File: src/rtl/nonce_dispatcher_if.sv
// Signal bundle between the nonce dispatcher, the job receiver and the SHA-256d hasher.
// Handshake: an issue transfers on every rising hash_clk edge where hash_valid and
// hash_ready are both high. While hash_valid waits, hash_data is stable unless new_work
// replaces the job. result_valid/result_hit have no back-pressure and arrive in issue order.
interface nonce_dispatcher_if;
  logic         new_work;
  logic [255:0] midstate;
  logic [95:0]  work_data;
  logic [31:0]  nonce_min;
  logic [31:0]  nonce_max;
  logic         hash_valid;
  logic         hash_ready;
  logic [255:0] hash_midstate;
  logic [127:0] hash_data;
  logic         result_valid;
  logic         result_hit;
  logic [31:0]  golden_nonce;
  logic         new_golden_ticket;
  logic         busy;
  logic         exhausted;
  logic         proto_err;
  logic [1:0]   dbg_state;

  modport master (
    input  new_work, midstate, work_data, nonce_min, nonce_max,
    input  hash_ready, result_valid, result_hit,
    output hash_valid, hash_midstate, hash_data,
    output golden_nonce, new_golden_ticket, busy, exhausted, proto_err, dbg_state
  );

  modport slave (
    output new_work, midstate, work_data, nonce_min, nonce_max,
    output hash_ready, result_valid, result_hit,
    input  hash_valid, hash_midstate, hash_data,
    input  golden_nonce, new_golden_ticket, busy, exhausted, proto_err, dbg_state
  );
endinterface

File: src/rtl/nonce_dispatcher.sv
// Walks the nonce range of the current job into the hasher and maps in-order results
// back to nonces, swallowing results that belong to a superseded job.
module nonce_dispatcher #(
  parameter int OUT_W = 8
) (
  input  logic              hash_clk,
  input  logic              reset_n,
  nonce_dispatcher_if.master bus
);

  typedef enum logic [1:0] {
    ST_IDLE = 2'd0,
    ST_RUN  = 2'd1,
    ST_DONE = 2'd2
  } state_t;

  localparam logic [OUT_W-1:0] OUT_MAX = '1;
  localparam logic [OUT_W-1:0] OUT_ONE = OUT_W'(1);

  state_t           r_state;
  state_t           w_state_next;
  logic [255:0]     r_midstate;
  logic [95:0]      r_work_data;
  logic [31:0]      r_issue_nonce;
  logic [31:0]      r_nonce_max;
  logic [31:0]      r_res_nonce;
  logic [31:0]      r_golden_nonce;
  logic [OUT_W-1:0] r_outstanding;
  logic [OUT_W-1:0] r_discard_cnt;
  logic [OUT_W-1:0] w_out_next;
  logic             r_hash_valid;
  logic             w_hash_valid_next;
  logic             r_ticket;
  logic             r_proto_err;
  logic             w_fire;
  logic             w_res_ok;
  logic             w_res_bad;
  logic             w_issue_last;
  logic             w_range_ok;

  assign w_fire       = r_hash_valid & bus.hash_ready;
  assign w_res_ok     = bus.result_valid & (r_outstanding != '0);
  assign w_res_bad    = bus.result_valid & (r_outstanding == '0);
  // Equality against the latched max ends the range without ever wrapping past FFFFFFFF.
  assign w_issue_last = (r_issue_nonce == r_nonce_max);
  assign w_range_ok   = (bus.nonce_min <= bus.nonce_max);

  always_comb begin
    w_out_next = r_outstanding;
    if (w_fire && !w_res_ok) begin
      w_out_next = r_outstanding + OUT_ONE;
    end else if (!w_fire && w_res_ok) begin
      w_out_next = r_outstanding - OUT_ONE;
    end
  end

  always_comb begin
    w_state_next      = r_state;
    w_hash_valid_next = 1'b0;
    if (bus.new_work) begin
      w_state_next = w_range_ok ? ST_RUN : ST_DONE;
    end else if ((r_state == ST_RUN) && w_fire && w_issue_last) begin
      w_state_next = ST_DONE;
    end
    w_hash_valid_next = (w_state_next == ST_RUN) && (w_out_next != OUT_MAX);
  end

  always_ff @(posedge hash_clk or negedge reset_n) begin
    if (!reset_n) begin
      r_state <= ST_IDLE;
    end else begin
      r_state <= w_state_next;
    end
  end

  always_ff @(posedge hash_clk or negedge reset_n) begin
    if (!reset_n) begin
      r_midstate     <= '0;
      r_work_data    <= '0;
      r_issue_nonce  <= '0;
      r_nonce_max    <= '0;
      r_res_nonce    <= '0;
      r_golden_nonce <= '0;
      r_outstanding  <= '0;
      r_discard_cnt  <= '0;
      r_hash_valid   <= 1'b0;
      r_ticket       <= 1'b0;
      r_proto_err    <= 1'b0;
    end else begin
      r_outstanding <= w_out_next;
      r_hash_valid  <= w_hash_valid_next;
      r_ticket      <= 1'b0;
      if (w_res_bad) begin
        r_proto_err <= 1'b1;
      end
      if (bus.new_work) begin
        // Everything still in flight after this edge belongs to the old job, including a
        // result consumed in this very cycle, which is therefore never attributed.
        r_midstate    <= bus.midstate;
        r_work_data   <= bus.work_data;
        r_issue_nonce <= bus.nonce_min;
        r_nonce_max   <= bus.nonce_max;
        r_res_nonce   <= bus.nonce_min;
        r_discard_cnt <= w_out_next;
      end else begin
        if (w_fire) begin
          r_issue_nonce <= r_issue_nonce + 32'd1;
        end
        if (w_res_ok) begin
          if (r_discard_cnt != '0) begin
            r_discard_cnt <= r_discard_cnt - OUT_ONE;
          end else begin
            if (bus.result_hit) begin
              r_golden_nonce <= r_res_nonce;
              r_ticket       <= 1'b1;
            end
            r_res_nonce <= r_res_nonce + 32'd1;
          end
        end
      end
    end
  end

  assign bus.hash_valid        = r_hash_valid;
  assign bus.hash_midstate     = r_midstate;
  assign bus.hash_data         = {r_work_data, r_issue_nonce};
  assign bus.golden_nonce      = r_golden_nonce;
  assign bus.new_golden_ticket = r_ticket;
  assign bus.proto_err         = r_proto_err;
  assign bus.dbg_state         = r_state;
  assign bus.busy              = (r_state != ST_IDLE) &&
                                 ((r_state == ST_RUN) || (r_outstanding != '0));
  assign bus.exhausted         = (r_state == ST_DONE) && (r_outstanding == '0);

endmodule

File: src/flat_wrapper.sv
// flat-port wrapper written by rule: the top's interface ports become plain ports
module nonce_dispatcher_flat 
#(
  parameter int OUT_W = 8
)
  (hash_clk, reset_n, bus_new_work, bus_midstate, bus_work_data, bus_nonce_min, bus_nonce_max, bus_hash_ready, bus_result_valid, bus_result_hit, bus_hash_valid, bus_hash_midstate, bus_hash_data, bus_golden_nonce, bus_new_golden_ticket, bus_busy, bus_exhausted, bus_proto_err, bus_dbg_state);
  nonce_dispatcher_if bus_i ();
  input  logic hash_clk;
  input  logic reset_n;
  input wire logic [$bits(bus_i.new_work)-1:0] bus_new_work;
  input wire logic [$bits(bus_i.midstate)-1:0] bus_midstate;
  input wire logic [$bits(bus_i.work_data)-1:0] bus_work_data;
  input wire logic [$bits(bus_i.nonce_min)-1:0] bus_nonce_min;
  input wire logic [$bits(bus_i.nonce_max)-1:0] bus_nonce_max;
  input wire logic [$bits(bus_i.hash_ready)-1:0] bus_hash_ready;
  input wire logic [$bits(bus_i.result_valid)-1:0] bus_result_valid;
  input wire logic [$bits(bus_i.result_hit)-1:0] bus_result_hit;
  output wire logic [$bits(bus_i.hash_valid)-1:0] bus_hash_valid;
  output wire logic [$bits(bus_i.hash_midstate)-1:0] bus_hash_midstate;
  output wire logic [$bits(bus_i.hash_data)-1:0] bus_hash_data;
  output wire logic [$bits(bus_i.golden_nonce)-1:0] bus_golden_nonce;
  output wire logic [$bits(bus_i.new_golden_ticket)-1:0] bus_new_golden_ticket;
  output wire logic [$bits(bus_i.busy)-1:0] bus_busy;
  output wire logic [$bits(bus_i.exhausted)-1:0] bus_exhausted;
  output wire logic [$bits(bus_i.proto_err)-1:0] bus_proto_err;
  output wire logic [$bits(bus_i.dbg_state)-1:0] bus_dbg_state;
  assign bus_i.new_work = bus_new_work;
  assign bus_i.midstate = bus_midstate;
  assign bus_i.work_data = bus_work_data;
  assign bus_i.nonce_min = bus_nonce_min;
  assign bus_i.nonce_max = bus_nonce_max;
  assign bus_i.hash_ready = bus_hash_ready;
  assign bus_i.result_valid = bus_result_valid;
  assign bus_i.result_hit = bus_result_hit;
  assign bus_hash_valid = bus_i.hash_valid;
  assign bus_hash_midstate = bus_i.hash_midstate;
  assign bus_hash_data = bus_i.hash_data;
  assign bus_golden_nonce = bus_i.golden_nonce;
  assign bus_new_golden_ticket = bus_i.new_golden_ticket;
  assign bus_busy = bus_i.busy;
  assign bus_exhausted = bus_i.exhausted;
  assign bus_proto_err = bus_i.proto_err;
  assign bus_dbg_state = bus_i.dbg_state;
  nonce_dispatcher #(.OUT_W(OUT_W)) u_core (.hash_clk(hash_clk), .reset_n(reset_n), .bus(bus_i));
endmodule
File: config.mk
export PLATFORM = sky130hd
export DESIGN_NAME = nonce_dispatcher_flat
export DESIGN_NICKNAME = d
export VERILOG_FILES = /design/src/rtl/nonce_dispatcher_if.sv /design/src/rtl/nonce_dispatcher.sv /design/src/flat_wrapper.sv
export SDC_FILE = /design/constraint.sdc
export NUM_CORES = 1
export LEC_CHECK = 0
export BUFFER_PORTS_ARGS = -buffer_cell sky130_fd_sc_hd__buf_2
export CAP_MARGIN = 20
export CORE_AREA = 3 3 332 334
export DETAILED_ROUTE_END_ITERATION = 7
export DIE_AREA = 0 0 335 337
export PLACE_DENSITY_LB_ADDON = 0.08
export SKIP_CTS_REPAIR_TIMING = 1
export SLEW_MARGIN = 20
export SYNTH_ARGS = -nofsm -noshare
export SYNTH_HDL_FRONTEND = slang
export SYNTH_SLANG_ARGS = --single-unit
File: constraint.sdc
create_clock -name hash_clk -period 3 [get_ports hash_clk]
set_clock_uncertainty 0.2 [all_clocks]
set_input_delay 0.3 -clock hash_clk [delete_from_list [all_inputs] [get_ports hash_clk]]
set_output_delay 0.3 -clock hash_clk [all_outputs]
set_load 0.01 [all_outputs]
=== After elaboration in Yosys (flattened, before gate mapping) ===
Cells that the tools add are included.

* Latch bits: 0
* RAM bits: 0
* Memories kept: 0
* Bits in registers: 501
* Logic and storage cells: 66
* Output and inout port bits: 423
* Bits in read-only memories: 0
* Bits of input ports: 422

* $lt $le $gt $ge: 1
* Mux-type cells: 17
* Shift-type cells: 0
* Add/subtract/negate cells: 5
* Reductions and logical operators: 20
* Eq/ne operators: 6
* Bitwise gates (word level): 5
* Multiply operators: 0
* Div/mod/pow operators: 0

{| class="wikitable"
|+ Operators with widths
! cell !! number
|-
| $mux W32 || 5
|-
| $add A32 B1 Y32 const B || 2
|-
| $mux W8 || 5
|-
| $eq A32 B32 Y1 || 1
|-
| $le A32 B32 Y1 || 1
|-
| $reduce_bool A8 Y1 || 2
|-
| $sub A8 B1 Y8 const B || 2
|-
| $add A8 B1 Y8 const B || 1
|-
| $logic_not A8 Y1 || 1
|-
| $ne A8 B8 Y1 const B || 1
|-
| $reduce_bool A2 Y1 || 4
|-
| $logic_and A1 B1 Y1 || 7
|-
| $mux W2 || 3
|-
| $eq A2 B1 Y1 const B || 2
|-
| $mux W1 || 4
|-
| $reduce_and A2 Y1 || 2
|-
| $reduce_and A4 Y1 || 1
|-
| $and A1 B1 Y1 || 3
|-
| $eq A2 B2 Y1 const B || 1
|-
| $logic_not A1 Y1 || 2
|-
| $ne A2 B2 Y1 const B || 1
|-
| $not A1 Y1 || 2
|-
| $logic_or A1 B1 Y1 || 1
|}

=== Depth between registers and ports, before layout ===
Gate-level depths: netlist (run 1).

* Word-level depth: 7
* Mapped depth: 9
* Mapped depth without buffers: 9

=== Worst setup path after synthesis (run 1) ===
No wires, ideal clock.

* Kind: register to register
* Start: reg u_core.r_outstanding[0]
* End: reg u_core.r_hash_valid (netlist: u_core.bus.hash_valid)
* Required time: 2657 ps
* Buffers on the path: 0
* Stages on the path, launching flop included: 10
* Arrival: 2196 ps
* Setup time: 143 ps
* Path slack: 461 ps
* Cell sequence: dfrtp_1 > inv_1 > ha_1 > or4b_4 > o21a_4 > and3_4 > a32oi_1 > xnor2_1 > and4_1 > a41oi_2

* Word-level cells in the longest chain between the ends: 7
* Elaborated cells between the ends (all ways): 11
* Those cells by class: 2 x add/sub; 1 x eq/ne; 2 x mux; 1 x bitwise; 5 x reduce/logical

{| class="wikitable"
|+ RTL lines
! element !! RTL line !! RTL
|-
| start, declared || nonce_dispatcher.sv:28 || <nowiki>logic [OUT_W-1:0] r_outstanding;</nowiki>
|-
| start signal, assigned || nonce_dispatcher.sv:90 || <nowiki>r_outstanding <= w_out_next;</nowiki>
|-
| parallel branches: the longest is 4 deep, another holds $sub A8 B1 Y8 || -- ||
|-
| $mux W8 * || nonce_dispatcher.sv:50 || <nowiki>if (w_fire && !w_res_ok) begin</nowiki>
|-
| named net u_core.w_out_next[6] || nonce_dispatcher.sv:30 || <nowiki>logic [OUT_W-1:0] w_out_next;</nowiki>
|-
| $ne A8 B8 Y1 * || nonce_dispatcher.sv:65 || <nowiki>w_hash_valid_next = (w_state_next == ST_RUN) && (w_out_next != OUT_MAX);</nowiki>
|-
| $logic_and A1 B1 Y1 * || nonce_dispatcher.sv:65 ||
|-
| named net u_core.w_hash_valid_next || nonce_dispatcher.sv:32 || <nowiki>logic w_hash_valid_next;</nowiki>
|-
| end signal, assigned || nonce_dispatcher.sv:91 || <nowiki>r_hash_valid <= w_hash_valid_next;</nowiki>
|-
| end, declared || nonce_dispatcher.sv:31 || <nowiki>logic r_hash_valid;</nowiki>
|}

Mark *: on every way through the listed nets, which the timed path passes.
A chain may end at the register's enable or synchronous reset.

=== Final worst setup path (run 1) ===
* Start: reg u_core.r_outstanding[0]
* End: reg u_core.r_res_nonce[28]

* Word-level cells in the longest chain between the ends: 4

{| class="wikitable"
|+ RTL lines
! element !! RTL line !! RTL
|-
| $reduce_bool A8 Y1 || nonce_dispatcher.sv:42 || <nowiki>assign w_res_ok = bus.result_valid & (r_outstanding != '0);</nowiki>
|-
| $and A1 B1 Y1 || nonce_dispatcher.sv:42 ||
|-
| $reduce_bool A2 Y1 (no line) || -- ||
|-
| $reduce_and A2 Y1 (no line) || -- ||
|-
| end signal, assigned || nonce_dispatcher.sv:103 || <nowiki>r_res_nonce <= bus.nonce_min;</nowiki>
|-
| end signal, assigned || nonce_dispatcher.sv:117 || <nowiki>r_res_nonce <= r_res_nonce + 32'd1;</nowiki>
|-
| end, declared || nonce_dispatcher.sv:26 || <nowiki>logic [31:0] r_res_nonce;</nowiki>
|}

Every way passes these cells.

==> out/qor.txt, run 1 <==
mapped cell area -> 0.0211 sq mm
most common cell after layout, fill and taps aside -> buf_2
Max IR drop VDD -> 0.425 mV
leak pwr -> 15.5 nW
Syn Nets -> 1,960
clk_lat worst skew -> 0.61 ns
Starting Density -> 19.7%
critical path type -> flop to flop
Critical Path AT -> 3.07 ns
GRT Total Usage -> 15.5%
placed cell areas -> 0.0273 sq mm
Clock Tree Buf Depth -> 3
fmax -> 0.356 GHz
CP Launch Type -> flop
Main synth FF type -> dfrtp_1
crit path max fanout -> 5
area grow syn2layout -> 60.3%
# nets final -> 3,279
DP HPWL -> 70.6 mm
mean area per synthesized cell -> 14.1 sq um
# IOs -> 845
status -> finished, final reports clean
CORE AREA -> 0.107 sq mm
most frequent cells in the layout -> buf_2 (842), dfrtp_1 (501), mux2_2 (438)
hold endpoint -> u_core.r_res_nonce[30]
Die Span X -> 335 um
Slew Viols, Final -> 0
Max Cap Violations -> 0
Final Critical Period -> 2.81 ns
# fillers -> 11,100
Syn Inst Count -> 1,500
# port buffers -> 844
Hold Crit Start -> bus_nonce_min[30]
fin util -> 31.6%
vias per cell -> 4.01
register area share after synthesis -> 59.4%
WL/cell -> 21.3 um
Post-synth EDFFs -> 0
Yosys reg bits -> 501
Worst-path clk slew -> 0.05 ns
count of cell types in the netlist -> 57
ANT nets after route -> 0
hold crit path type -> input port to flop
CP required -> 3.26 ns
Slew @ Worst Pin -> 0.829 ns
CTS sink count -> 501
layout cells sized above 1 -> 50.3%
r2r startpoint -> u_core.r_outstanding[0]
Fin. Hold Viols -> 0
RePlAce Congestion -> 0.795
DRC violations left -> 0
Worst R2R Path Depth -> 9
asr flop ratio synth -> 100%
gr ovfl total -> 0
Pre-antenna DRT Iters -> 4
r2r setup slk -> 0.19 ns
PD cells -> 603 mW/mm^2
clock buffers created by TritonCTS -> 67
CP Capture Type -> flop
Root Driver -> clkbuf_16
Finished Cell Area -> 0.0338 sq mm
vias in the first global route -> 17,300
# rows -> 120
vias -> 17,100
antenna violations before repair -> 13
H-tree levels -> 3
worst r2r dst -> u_core.r_res_nonce[28]
Die ar. -> 0.113 sq mm
largest net degree at the start of global routing -> 96
RSZ-0062 raised after global routing -> yes
Tcrit/Tclk final -> 93.7%
endpoints failing setup -> 0
CTS tree -> done
First DRT Iteration DRCs -> 579
first-pass GRT wire length -> 127 mm
die height -> 337 um
synthesis warning total -> 0
Detailed Route WL -> 91.3 mm
Slew HR -> 44.7%
hold depth -> 3
-- per-stage QoR --
| stage | cells | total power, mW | hold WS, ns | setup TNS [ns] | setup WS, ns |
|---|---|---|---|---|---|
| after floorplan | 1500 | 10.0 | -0.196 | 0 | 0.461 |
| after global placement | 3722 | 12.1 | 0.136 | 0 | 0.215 |
| after detailed placement | 3722 | 12.1 | 0.146 | 0 | 0.131 |
| after CTS | 3839 | 20.5 | -0.569 | -0.0681 | -0.0681 |
| after global routing | 4277 | 21.6 | 0.0306 | -0.00430 | -0.00430 |
| final | 4280 | 20.4 | 0.0378 | 0 | 0.189 |
-- cells in the mapped netlist (2+ instances only) --
library cell | count | area (sq um)
nor2b_1 | 6 | 37.5
or3_1 | 3 | 18.8
and4_1 | 6 | 52.6
xnor2_1 | 66 | 578
inv_1 | 42 | 158
o21ai_0 | 9 | 45.0
buf_2 | 3 | 15.0
a21oi_1 | 38 | 190
xor2_1 | 40 | 350
nand3_1 | 18 | 90.1
and2_1 | 7 | 43.8
a41oi_2 | 2 | 32.5
o21ai_1 | 3 | 15.0
nor3b_1 | 2 | 15.0
a211oi_1 | 2 | 15.0
a32oi_1 | 2 | 17.5
nor2_1 | 45 | 169
or4_4 | 2 | 22.5
a21o_1 | 5 | 37.5
clkbuf_1 | 59 | 221
or4_1 | 3 | 22.5
a21boi_0 | 16 | 120
nand2_1 | 46 | 173
ha_1 | 38 | 475
mux2_2 | 438 | 4930
mux2i_1 | 3 | 30.0
nand4_1 | 34 | 213
nor3b_2 | 2 | 25.0
o21a_1 | 2 | 15.0
nor3_1 | 6 | 30.0
dfrtp_1 | 501 | 12500
and3_1 | 9 | 56.3
a31oi_1 | 4 | 25.0
nand2b_1 | 10 | 62.6
nor4_1 | 6 | 37.5
-- worst max-delay path: stages, from the launching register on --
cell	delay [ns]
dfrtp_1	0.43
inv_1	0.10
ha_1	0.21
or4b_4	0.24
o21a_4	0.17
nand4_2	0.29
or4_4	0.62
nor2_1	0.15
xnor2_1	0.14
a21boi_0	0.11
-- registers in the layout, summed over array words and instances (netlist names), 2 cells and up --
signal                    cells
u_core.bus.dbg_state          2
u_core.bus.golden_nonce      32
u_core.bus.hash_midstate    256
u_core.r_discard_cnt          8
u_core.r_issue_nonce         32
u_core.r_nonce_max           32
u_core.r_outstanding          8
u_core.r_res_nonce           32
u_core.r_work_data           96
-- where the power goes --
| group | total (mW) | switching [mW] | leakage [nW] | internal [mW] |
|---|---|---|---|---|
| combinational | 4.12 | 2.06 | 8.54 | 2.06 |
| clock | 8.04 | 3.33 | 1.08 | 4.72 |
| sequential | 8.25 | 0.646 | 5.91 | 7.60 |
| total | 20.4 | 6.04 | 15.5 | 14.4 |
-- per-layer routing --
| metal | vias to the layer above | track usage, % | share of wire (%) |
|---|---|---|---|
| met5 | - | 0 | 0.045 |
| met4 | 6 | 4.10 | 1.8 |
| met3 | 101 | 5.51 | 6.7 |
| met2 | 539 | 27.3 | 51 |
| met1 | 8538 | 17.8 | 40 |
| li1 | 7961 | - | - |
-- cell families after synthesis --
logic type	Yosys count	synth area share, %
flops	501	59.4
mux	441	23.5
simple gates	214	5.58
xor+xnor	106	4.40
buf+inv	106	1.94
compound gates	94	2.94
fa+ha+maj	38	2.25
-- how the worst max path moves through the flow --
| stage | end | slack [ns] | cells after the start | start |
|---|---|---|---|---|
| after floorplan | u_core.bus.hash_valid | 0.46 | 9 | u_core.r_outstanding[0] |
| final | u_core.r_res_nonce[28] | 0.19 | 9 | u_core.r_outstanding[0] |
| after CTS | bus_exhausted | -0.07 | 5 | u_core.r_outstanding[0] |
| after global placement | u_core.r_res_nonce[24] | 0.22 | 8 | u_core.r_outstanding[0] |
| after global routing | u_core.r_res_nonce[30] | -0.004 | 9 | u_core.r_outstanding[0] |
| after detailed placement | u_core.r_res_nonce[31] | 0.13 | 10 | u_core.r_discard_cnt[0] |
-- final cells by class --
class / instances / area [sq um] / share of cell area, %
flip-flops and latches: 501 / 12500 / 37.0
repair buffers: 1313 / 8990 / 26.6
multi-input cells: 893 / 8180 / 24.2
clock buffers: 99 / 1990 / 5.87
well taps: 1403 / 1760 / 5.19
clock inverters: 18 / 203 / 0.599
inverters: 43 / 161 / 0.477
diodes: 10 / 25.0 / 0.0739
Power figures use the tool's default switching activity.
==> run 2: changes to the inputs <==
--- a/config.mk
+++ b/config.mk
@@ -10,6 +10,7 @@
 export CORE_AREA = 3 3 332 334
 export DETAILED_ROUTE_END_ITERATION = 7
 export DIE_AREA = 0 0 335 337
+export MAX_ROUTING_LAYER = met4
 export PLACE_DENSITY_LB_ADDON = 0.08
 export SKIP_CTS_REPAIR_TIMING = 1
 export SLEW_MARGIN = 20
==> run 2 against run 1 <==
Net effect:
- register-to-register slack worse by 0.02 ns
- core utilization is essentially flat
- sequential share of layout area about the same
- fmax shrank 0.74%
- sequential power about the same
- routed wire length shrank 0.14%
- via count barely moved
- global-route usage is 0.44 points higher
- setup slack worse by 0.021 ns
- first-iteration DRC count decreased by 2.9%
- non-clock buffer count unchanged
- critical path type is now input port to flop
- largest cell class unchanged
==> out/qor.txt, run 2 (synthesis results as in run 1) <==
# port buffers -> 844 (unchanged)
Clock Tree Buf Depth -> 3 (unchanged)
DRC violations left -> 0 (unchanged)
gr ovfl total -> 0 (unchanged)
Starting Density -> 19.7% (unchanged)
vias per cell -> 4.00 (-0.12%)
largest net degree at the start of global routing -> 96 (unchanged)
CP Capture Type -> flop
# fillers -> 11,100 (-0.018%)
status -> finished, final reports clean
Switching Share -> 29.6% (+0.033 points)
# IOs -> 845 (unchanged)
ANT nets after route -> 0 (unchanged)
Die ar. -> 0.113 sq mm (unchanged)
CP Launch Type -> input port
crit path max fanout -> 4 (-1)
RePlAce Congestion -> 0.807 (+1.4%)
Worst-path clk slew -> 0.06 ns (about the same)
clock buffers created by TritonCTS -> 67 (unchanged)
hold endpoint -> u_core.r_res_nonce[31]
CORE AREA -> 0.107 sq mm (unchanged)
Power Internal -> 14.4 mW (unchanged)
Pwr Total -> 20.4 mW (about the same)
Seq pwr share -> 40.4% (about the same)
Worst R2R Path Depth -> 9 (unchanged)
# rows -> 120 (unchanged)
vias in the first global route -> 17,400 (+0.43%)
critical path type -> input port to flop
hold depth -> 3 (unchanged)
CTS tree -> done
first-pass GRT wire length -> 127 mm (-0.21%)
Root Driver -> clkbuf_16
Die Span X -> 335 um (unchanged)
DP HPWL -> 70.6 mm (unchanged)
r2r startpoint -> u_core.r_outstanding[0]
antenna violations before repair -> 12 (-1)
Detailed Route WL -> 91.2 mm (-0.14%)
worst r2r dst -> u_core.r_res_nonce[28]
Gate power share -> 20.2% (about the same)
launch point of the worst path -> bus_nonce_max[31]
Critical Path AT -> 3.09 ns (+0.02 ns)
clock power share -> 39.4% (about the same)
# nets final -> 3,279 (unchanged)
fmax -> 0.353 GHz (-0.74%)
most frequent cells in the layout -> buf_2 (842), dfrtp_1 (501), mux2_2 (438)
Max IR drop VDD -> 0.428 mV (+0.68%)
clk_lat worst skew -> 0.61 ns (about the same)
area grow syn2layout -> 60.3% (about the same)
CTS sink count -> 501 (unchanged)
Slew @ Worst Pin -> 0.812 ns (-0.0176 ns)
Final Critical Period -> 2.83 ns (+0.0210 ns)
Switch Pwr -> 6.05 mW (+0.16%)
hold crit path type -> input port to flop
Pre-antenna DRT Iters -> 4 (unchanged)
Slew Viols, Final -> 0 (unchanged)
Fin. Hold Viols -> 0 (unchanged)
leak pwr -> 15.5 nW (unchanged)
CP required -> 3.26 ns (about the same)
GRT Total Usage -> 15.9% (+0.44 points)
layout cells sized above 1 -> 50.3% (unchanged)
Tcrit/Tclk final -> 94.4% (+0.70 points)
RSZ-0062 raised after global routing -> yes
WL/cell -> 21.3 um (-0.21%)
die height -> 337 um (unchanged)
fin util -> 31.6% (about the same)
H-tree levels -> 3 (unchanged)
r2r setup slk -> 0.17 ns (-0.02 ns)
First DRT Iteration DRCs -> 562 (-2.9%)
most common cell after layout, fill and taps aside -> buf_2
endpoints failing setup -> 0 (unchanged)
Max Cap Violations -> 0 (unchanged)
PD cells -> 603 mW/mm^2 (about the same)
vias -> 17,100 (-0.052%)
Slew HR -> 45.9% (+1.2 points)
Hold Crit Start -> bus_nonce_min[31]
WHS -> 0.0194 ns (-0.0184 ns)
Largest register FFs -> 256 (unchanged)
run 2: changes by cell type in the layout (fill, tap and decap cells not counted), sizes merged:
cell	delta
diode	+3
run 2: area by class of cell:
cell class                 count  area, sq um  area share [%]
clock buffer                  99         1990            5.87
tap                         1403         1760            5.19
inverter                      43          161           0.477
sequential                   501        12500            37.0
timing repair buffer        1313         8990            26.6
clock inverter                18          203           0.599
antenna                       13         32.5          0.0961
multi-input combinational    893         8180            24.2
run 2: power groups by stage:
| stage | combinational [mW] | sequential (mW) | clock, mW |
|---|---|---|---|
| 6_report | 4.12 | 8.25 | 8.05 |
| 5_1_grt | 4.51 | 8.38 | 8.68 |
| 4_1_cts | 3.76 | 8.26 | 8.44 |
| 2_1_floorplan | 1.48 | 8.55 | 0 |
| 3_5_place_dp | 3.74 | 8.36 | 0 |
| 3_3_place_gp | 3.74 | 8.35 | 0 |
run 2: worst max path at each step:
stage                             endpoint  slack (ns)  depth (start not counted)
global route        u_core.r_res_nonce[30]      -0.001                          9
floorplan            u_core.bus.hash_valid        0.46                          9
finish               u_core.bus.hash_valid        0.17                         10
CTS                          bus_exhausted       -0.07                          5
detailed placement  u_core.r_res_nonce[31]        0.13                         10
global placement    u_core.r_res_nonce[24]        0.22                          8
run 2: worst max-delay path, stage by stage:
cell	delay, ns
dlygate4sd3_1	0.55
buf_2	0.12
inv_1	0.04
ha_1	0.37
nand4_1	0.41
nor4_1	0.55
o31ai_1	0.15
a22o_1	0.29
a31oi_1	0.25
a41oi_2	0.05
run 2: routing by layer:
layer  part of all wire [%]  global-route usage [%]
met1                     40                    17.8
met2                     51                    27.3
met3                    6.9                    5.24
met4                    1.7                    4.15
met5                      0                       -
run 2: through the flow:
step	setup WS, ns	area [sq um]	setup TNS, ns	instances
2_1_floorplan	0.461	21100	0	1500
3_3_place_gp	0.215	27300	0	3722
3_5_place_dp	0.131	27300	0	3722
4_1_cts	-0.0681	29500	-0.0681	3839
5_1_grt	-0.000987	33800	-0.000987	4282
6_report	0.168	33800	0	4283
==> run 3: changes to the inputs <==
--- a/config.mk
+++ b/config.mk
@@ -12,6 +12,7 @@
 export DIE_AREA = 0 0 335 337
 export MAX_ROUTING_LAYER = met4
 export PLACE_DENSITY_LB_ADDON = 0.08
+export RECOVER_POWER = 25
 export SKIP_CTS_REPAIR_TIMING = 1
 export SLEW_MARGIN = 20
 export SYNTH_ARGS = -nofsm -noshare
==> run 3 against run 2 <==
Net effect:
- register-to-register slack about the same
- the flow now finishes with violations (max-capacitance violations, max-slew violations)
- final cell count unchanged
- design area about the same
- fmax increased by 0.13%
- first-iteration DRC count increased by 1.8%
- total power about the same
- die area unchanged
- sequential power about the same
- largest cell class unchanged
- hold slack got worse by 0.00058 ns
- sequential cell count unchanged
- setup slack improved by 0.0036 ns
- routed wire length about the same
==> out/qor.txt, run 3 (synthesis results as in run 1) <==
status -> finished, violations left
failing checks -> max-capacitance violations, max-slew violations
first-pass GRT wire length -> 127 mm (unchanged)
Worst R2R Path Depth -> 9 (unchanged)
clk_lat worst skew -> 0.61 ns (about the same)
Pwr Total -> 20.4 mW (about the same)
endpoints failing setup -> 0 (unchanged)
Max IR drop VDD -> 0.428 mV (about the same)
vias -> 17,100 (-0.0058%)
hold endpoint -> u_core.r_res_nonce[31]
most common cell after layout, fill and taps aside -> buf_2
critical path type -> flop to flop
r2r startpoint -> u_core.r_outstanding[0]
Slew @ Worst Pin -> 2.02 ns (+1.21 ns)
layout cells sized above 1 -> 50.2% (about the same)
Root Driver -> clkbuf_16
die height -> 337 um (unchanged)
Fin. Hold Viols -> 0 (unchanged)
CP required -> 3.26 ns (about the same)
PD cells -> 604 mW/mm^2 (about the same)
delay-heaviest family, CP -> simple AND/OR/NAND/NOR gates
RePlAce Congestion -> 0.807 (unchanged)
Worst path max stage delay -> 0.63 ns (+0.08 ns)
DP HPWL -> 70.6 mm (unchanged)
crit path max fanout -> 5 (+1)
Die ar. -> 0.113 sq mm (unchanged)
worst-path cell chain -> inv_1 > ha_1 > or4b_4 > o21a_4 > nand4_2 > or4_4 > nor2_1 > xnor2_1 > a21boi_0
H-tree levels -> 3 (unchanged)
leak pwr -> 15.5 nW (about the same)
FF+latch area -> 0.0125 sq mm (unchanged)
vias in the first global route -> 17,400 (unchanged)
# fillers -> 11,100 (+0.018%)
# rows -> 120 (unchanged)
vias per cell -> 4.00 (about the same)
r2r setup slk -> 0.17 ns (about the same)
Starting Density -> 19.7% (unchanged)
largest net degree at the start of global routing -> 96 (unchanged)
antenna violations before repair -> 12 (unchanged)
placed cell areas -> 0.0273 sq mm (unchanged)
Critical Path AT -> 3.09 ns (about the same)
CP Buf/Inv Count -> 1 (-2)
Clock Tree Buf Depth -> 3 (unchanged)
setup TNS -> 0 ns (unchanged)
WL/cell -> 21.3 um (about the same)
area grow syn2layout -> 60.2% (about the same)
# port buffers -> 844 (unchanged)
fmax -> 0.354 GHz (+0.13%)
RSZ-0062 raised after global routing -> yes
gr ovfl total -> 0 (unchanged)
most frequent cells in the layout -> buf_2 (842), dfrtp_1 (501), mux2_2 (438)
slowest stage cell, crit path -> or4_4
CTS tree -> done
Finished Cell Area -> 0.0338 sq mm (about the same)
worst r2r dst -> u_core.r_res_nonce[28]
Hold Crit Start -> bus_nonce_min[31]
ANT nets after route -> 0 (unchanged)
DRC violations left -> 0 (unchanged)
GRT Total Usage -> 15.9% (unchanged)
Worst-path clk slew -> 0.06 ns (about the same)
Pre-antenna DRT Iters -> 4 (unchanged)
Detailed Route WL -> 91.2 mm (about the same)
# IOs -> 845 (unchanged)
CP Launch Type -> flop
Tcrit/Tclk final -> 94.3% (-0.12 points)
Slew Viols, Final -> 55 (+55)
Slew HR -> -34.6% (-81 points)
Final Critical Period -> 2.83 ns (-0.00363 ns)
Die Span X -> 335 um (unchanged)
CORE AREA -> 0.107 sq mm (unchanged)
hold crit path type -> input port to flop
First DRT Iteration DRCs -> 572 (+1.8%)
Largest register FFs -> 256 (unchanged)
hold depth -> 3 (unchanged)
CP Capture Type -> flop
clock buffers created by TritonCTS -> 67 (unchanged)
CTS sink count -> 501 (unchanged)
multi-input logic area -> 0.00818 sq mm (unchanged)
# nets final -> 3,279 (unchanged)
Max Cap Violations -> 1 (+1)
-- run 3: power by group --
group	internal (mW)	switching, mW	total [mW]
logic	2.06	2.06	4.12
clock network	4.72	3.34	8.05
registers	7.60	0.644	8.25
total	14.4	6.04	20.4
-- run 3: routing by layer --
layer,vias to the layer above,GRT usage (%),part of all wire (%)
li1,7967,-,-
met1,8534,17.8,40
met2,534,27.3,51
met4,0,4.15,1.7
met5,-,-,0
met3,100,5.24,6.9
-- run 3: how the worst max path moves through the flow --
stage                                  startpoint                endpoint  slack (ns)  cells past startpoint
after floorplan           u_core.r_outstanding[0]   u_core.bus.hash_valid        0.46                      9
after global placement    u_core.r_outstanding[0]  u_core.r_res_nonce[24]        0.22                      8
after detailed placement  u_core.r_discard_cnt[0]  u_core.r_res_nonce[31]        0.13                     10
after CTS                 u_core.r_outstanding[0]           bus_exhausted       -0.07                      5
after global routing      u_core.r_outstanding[0]  u_core.r_res_nonce[30]      -0.001                      9
final                     u_core.r_outstanding[0]  u_core.r_res_nonce[28]        0.17                      9
-- run 3: cell type report --
class	instances	share of cell area, %
antenna	13	0.0962
timing repair buffer	1313	26.5
tap	1403	5.19
sequential	501	37.1
multi-input combinational	893	24.2
inverter	43	0.477
clock inverter	18	0.599
clock buffer	99	5.88
-- run 3: tightest hold or removal path, delay by kind of cell --
| kind | cells | cell delay, ns |
|---|---|---|
| AO/OA/AOI/OAI | 1 | 0.18 |
| AND/OR/NAND/NOR | 1 | 0.22 |
| buffers and inverters | 1 | 0.09 |
-- run 3: metrics by stage --
| step | std cells | hold WS, ns | util [%] | setup WS (ns) |
|---|---|---|---|---|
| after CTS | 3839 | -0.569 | 27.5 | -0.0681 |
| final | 4283 | 0.0188 | 31.6 | 0.172 |
| after global routing | 4282 | 0.0317 | 31.6 | -0.000987 |
| after floorplan | 1500 | -0.196 | - | 0.461 |
| after detailed placement | 3722 | 0.146 | 25.5 | 0.131 |
| after global placement | 3722 | 0.136 | 25.5 | 0.215 |
